File: src/rtl/wb_master.sv
// wb_master: single-outstanding Wishbone classic master with an ack timeout.
// Ports:
//   wb_clk, wb_rst_n              clock and asynchronous active-low reset
//   cmd_valid/cmd_ready           command handshake; cmd_we/cmd_adr/cmd_dat carry the command
//   rsp_valid/rsp_err/rsp_dat     one-cycle completion pulse, timeout flag, read data
//   busy                          a bus cycle is in progress
//   wb_cyc/wb_stb/wb_we/wb_adr/wb_dat_o/wb_dat_i/wb_ack   Wishbone master side
module wb_master #(
    parameter int TIMEOUT   = 255,
    parameter int ADR_WIDTH = 1
) (
    input  logic                 wb_clk,
    input  logic                 wb_rst_n,
    input  logic                 cmd_valid,
    output logic                 cmd_ready,
    input  logic                 cmd_we,
    input  logic [ADR_WIDTH-1:0] cmd_adr,
    input  logic [31:0]          cmd_dat,
    output logic                 rsp_valid,
    output logic                 rsp_err,
    output logic [31:0]          rsp_dat,
    output logic                 busy,
    output logic                 wb_cyc,
    output logic                 wb_stb,
    output logic                 wb_we,
    output logic [ADR_WIDTH-1:0] wb_adr,
    output logic [31:0]          wb_dat_o,
    input  logic [31:0]          wb_dat_i,
    input  logic                 wb_ack
);
    localparam int CW = (TIMEOUT == 0) ? 1 : $clog2(TIMEOUT + 1);
    localparam int TL = (TIMEOUT == 0) ? 0 : TIMEOUT - 1;
    localparam logic [CW-1:0] CNT_LAST = TL[CW-1:0];

    typedef enum logic {IDLE, BUS} state_t;

    state_t        r_state, w_next;
    logic [CW-1:0] r_cnt;
    logic          w_accept, w_done_ack, w_timeout;

    always_ff @(posedge wb_clk or negedge wb_rst_n) begin
        if (!wb_rst_n) r_state <= IDLE;
        else           r_state <= w_next;
    end

    // Handshake and bus strobes decode straight from the one-bit state register,
    // so wb_cyc/wb_stb are glitch-free and rise on the edge after acceptance.
    always_comb begin
        w_next     = r_state;
        cmd_ready  = 1'b0;
        busy       = 1'b0;
        wb_cyc     = 1'b0;
        wb_stb     = 1'b0;
        w_accept   = 1'b0;
        w_done_ack = 1'b0;
        w_timeout  = 1'b0;
        if (r_state == IDLE) begin
            cmd_ready = 1'b1;
            w_accept  = cmd_valid;
            w_next    = cmd_valid ? BUS : IDLE;
        end else begin
            busy       = 1'b1;
            wb_cyc     = 1'b1;
            wb_stb     = 1'b1;
            w_done_ack = wb_ack;
            // ack on the limit cycle takes priority over the timeout
            w_timeout  = (TIMEOUT != 0) && !wb_ack && (r_cnt == CNT_LAST);
            w_next     = (w_done_ack || w_timeout) ? IDLE : BUS;
        end
    end

    always_ff @(posedge wb_clk or negedge wb_rst_n) begin
        if (!wb_rst_n) begin
            wb_we     <= 1'b0;
            wb_adr    <= '0;
            wb_dat_o  <= '0;
            r_cnt     <= '0;
            rsp_valid <= 1'b0;
            rsp_err   <= 1'b0;
            rsp_dat   <= '0;
        end else begin
            rsp_valid <= w_done_ack | w_timeout;
            if (w_accept) begin
                wb_we    <= cmd_we;
                wb_adr   <= cmd_adr;
                wb_dat_o <= cmd_dat;
                r_cnt    <= '0;
            end else if (r_state == BUS && !wb_ack) begin
                r_cnt <= r_cnt + 1'b1;
            end
            if (w_done_ack) begin
                rsp_err <= 1'b0;
                rsp_dat <= wb_we ? 32'd0 : wb_dat_i;
            end else if (w_timeout) begin
                rsp_err <= 1'b1;
                rsp_dat <= 32'd0;
            end
        end
    end
endmodule

File: config.mk
export PLATFORM = sky130hd
export DESIGN_NAME = wb_master
export DESIGN_NICKNAME = d
export VERILOG_FILES = /design/src/rtl/wb_master.sv
export SDC_FILE = /design/constraint.sdc
export NUM_CORES = 1
export LEC_CHECK = 0
export ABC_AREA = 1
export CORE_MARGIN = 3
export CORE_UTILIZATION = 55
export DETAILED_ROUTE_END_ITERATION = 12
export DONT_BUFFER_PORTS = 1
export PLACE_DENSITY = 0.73
export SLEW_MARGIN = 20
export SYNTH_ARGS = -nofsm -noshare
export SYNTH_HDL_FRONTEND = slang
export SYNTH_SLANG_ARGS = --single-unit
File: constraint.sdc
create_clock -name wb_clk -period 1.4 [get_ports wb_clk]
set_clock_uncertainty 0.15 [all_clocks]
set_input_delay 0.21 -clock wb_clk [delete_from_list [all_inputs] [get_ports wb_clk]]
set_output_delay 0.21 -clock wb_clk [all_outputs]
set_load 0.01 [all_outputs]
==> reports/metrics.yaml <==
synthesis:
  synth_top_area_share: 0.5829
  synth.distinct_cells: 19
  syn-num-nets: 429
  avgSynthCellArea_um2: 9.260
  ys_seq_area_frac: 0.5829
  syn_inst: 357
  synth_area_leader_cell: "dfrtp_1"
  synth_area_leaders: "dfrtp_1 (58%), nand2_1 (20%), nand3_2 (8.8%)"
  yosys_warnings: 0
  netlist_area_um2: 3306
  synth.ff_latch_count: 77
flow_run:
  maxCapViolations: 0
setup_path:
  crit_path_cell_trace: "inv_2 > ha_4 > nand3_4 > nor2_4 > nand2_4 > clkbuf_16 > nand3_2 > nand2_1"
  critPathLaunchType: "flip-flop"
  cp.arrival_ns: 1.55
  worstPathRequired_ns: 1.48
  path_max_fanout: 12
  rrSetupSlack_ns: -0.07
  ff2ff_path_depth: 8
  timing.rr.end: "rsp_dat[19]"
  cpPeakStageDelay_ns: 0.39
  path_delay_family: "flip-flops"
  path_buf_inv: 2
  worst-setup-path-type: "flip-flop to flip-flop"
  end_kind: "flip-flop"
  critPathSlowestCell: "dfrtp_1"
  r2r-start: "r_cnt[0]"
floorplanning:
  die_width_um: 83.53
  die_area_um2: 6976
  io_pins: 142
  core_um2: 5675
  rows: 27
  start_util: 0.5825
  die_h_um: 83.53
pwr:
  power_mw: 6.072
  seqPwrFrac: 0.546
  p_comb_frac: 0.185
  power_density_nw_per_um2: 1360
  p_switching_mw: 2.006
  power_frac_clock: 0.269
  p_sw_frac: 0.3303
  cellLeakagePower_nw: 2.253
  irDropWorstVdd_v: 0.0009911
  intPower_mw: 4.066
clock_tree:
  cts_buffer_depth: 2
  cts.clk_slew.worst_paths_ns: 0.08
  cts_tree: "done"
  clk_latency_ns: 0.33
  holdBufCountCts: 68
  cts.htree.levels: 3
  cts_sinks: 77
  clock-root-buffer: "clkbuf_8"
  numCtsBuffers: 9
timing:
  worstMarginPinSlew_ns: 0.2382
  worst_slack_ns: -0.06899
  clock.fmax_ghz: 0.6807
  report.final.slew_viol_count: 0
  whs_ns: -0.5838
  hold_violations: 77
  setup_viol_count_final: 33
  rsz0062_at_grt: "yes"
  maxSlewHeadroom: 0.8412
  period_needed_ns: 1.469
  finalCritPeriodShare: 1.049
drt:
  wl_per_cell_um: 16.48
  drtIter0Drc: 77
  antenna_left: 0
  drc: 0
  vias: 2724
  vias_per_cell: 5.279
  wirelength_um: 8502
  dr.pass1.iters: 4
place:
  portBuffers: 0
  place_ws_ns: -0.02681
  place_congestion: 0.8325
  hpwl_um: 4941
  post_dp_cell_area_um2: 3485
global_route:
  grt_usage: 0.2410
  grt_overflow: 0
  antenna_found_initial: 0
  grt_pass1_vias: 2805
  grt_pass1_wl_um: 13630
  grt_max_degree: 78
final_layout:
  n_fill_cell: 351
  antenna_cells: 0
  synthToLayoutAreaGrowth_pct: 35.09
  design_area_um2: 4466
  drive_gt1_frac: 0.2072
  fin_nets: 511
hold_path:
  hold_path.class: "input port to async pin"
outcome:
  violations: "negative hold slack, negative setup slack"
  run_status: "finished, violations left"
sequential cells by signal, indices dropped and copies added (netlist names):
register / count
r_state: 1
wb_dat_o: 32
wb_we: 1
rsp_valid: 1
wb_adr: 1
rsp_err: 1
r_cnt: 8
rsp_dat: 32
worst register-to-register path: stages, from the launching register on:
cell and delay (ns):
dfrtp_1 0.39, inv_2 0.09, ha_4 0.14, nand3_4 0.06
nor2_4 0.12, nand2_4 0.10, clkbuf_16 0.20, nand3_2 0.07
nand2_1 0.05
cells in the mapped netlist, drive strengths merged:
library cell and count:
nand2 189, dfrtp 77, nand3 40, buf 19, nor2 11, inv 8, o21ai 5, a21boi 2
ha 2, nand4 2, nand3b 1, o22ai 1
per-layer routing:
layer	vias to the layer above	routed length (um)	GRT usage
met3	19	825	0.08391
met1	1276	3434	0.2945
met2	151	4038	0.3899
li1	1278	-	-
met4	0	204	0.1023
met5	-	0	0
through the flow:
step | setup TNS, ns | util | hold slack (ns) | cells
2_1_floorplan | 0 | - | -0.2356 | 357
3_3_place_gp | 0 | 0.6140 | -0.2340 | 429
3_5_place_dp | -0.2570 | 0.6140 | -0.2340 | 429
4_1_cts | -0.5856 | 0.7679 | -0.6074 | 513
5_1_grt | -2.958 | 0.7868 | -0.6183 | 516
6_report | -1.361 | 0.7868 | -0.5838 | 516
what timing repair did:
action,in CTS,in global routing
buffers inserted,0,1
resized for setup,1,12
hold endpoints to repair,144,77
gates cloned,0,2
endpoints found under the setup margin,33,62
power by group through the flow:
stage | clock [mW] | sequential, mW | combinational, mW
after global placement | 0 | 3.33 | 0.852
after global routing | 1.77 | 3.37 | 1.26
after floorplan | 0 | 3.23 | 0.669
final | 1.64 | 3.32 | 1.12
after detailed placement | 0 | 3.33 | 0.913
after CTS | 1.66 | 3.30 | 1.06
how the worst max path moves through the flow:
stage	slack (ns)	cells after the start	end	startpoint
2_1_floorplan	0.005	8	rsp_dat[10]	r_cnt[0]
3_3_place_gp	0.02	8	rsp_dat[2]	r_cnt[0]
3_5_place_dp	-0.03	8	rsp_dat[3]	r_cnt[0]
4_1_cts	-0.04	8	rsp_dat[18]	r_cnt[0]
5_1_grt	-0.11	8	rsp_dat[30]	r_cnt[0]
6_report	-0.07	8	rsp_dat[19]	r_cnt[0]
cells in the final DEF (no fill, tap or decap), drive strengths merged, types with 2 or more instances in the layout:
master	instances
nand4	2
nand2	189
clkbuf	12
clkinvlp	2
o21ai	5
a21boi	2
clkinv	3
ha	2
dlygate4sd3	68
nand3	40
inv	8
nor2	11
dfrtp	77
buf	20
cell families (layout without fill, tap and decap cells):
kind of cell / Yosys count / count (layout) / share of synthesized area
adder cells (fa/ha/maj): 2 / 2 / 0.007569
AO/OA/AOI/OAI: 8 / 8 / 0.01400
AND/OR/NAND/NOR: 243 / 243 / 0.3497
flip-flops: 77 / 77 / 0.5829
buffers and inverters: 27 / 114 / 0.04580
layout make-up:
| class | count | area [um^2] | area share |
|---|---|---|---|
| clock buffers | 10 | 127.6 | 0.02858 |
| clock inverters | 6 | 63.81 | 0.01429 |
| inverters | 8 | 30.03 | 0.006725 |
| multi-input cells | 253 | 1287 | 0.2883 |
| flip-flops and latches | 77 | 1928 | 0.4318 |
| well taps | 72 | 90.09 | 0.02017 |
| repair buffers | 90 | 938.4 | 0.2101 |
No activity file was read; power rests on OpenSTA's default activity.
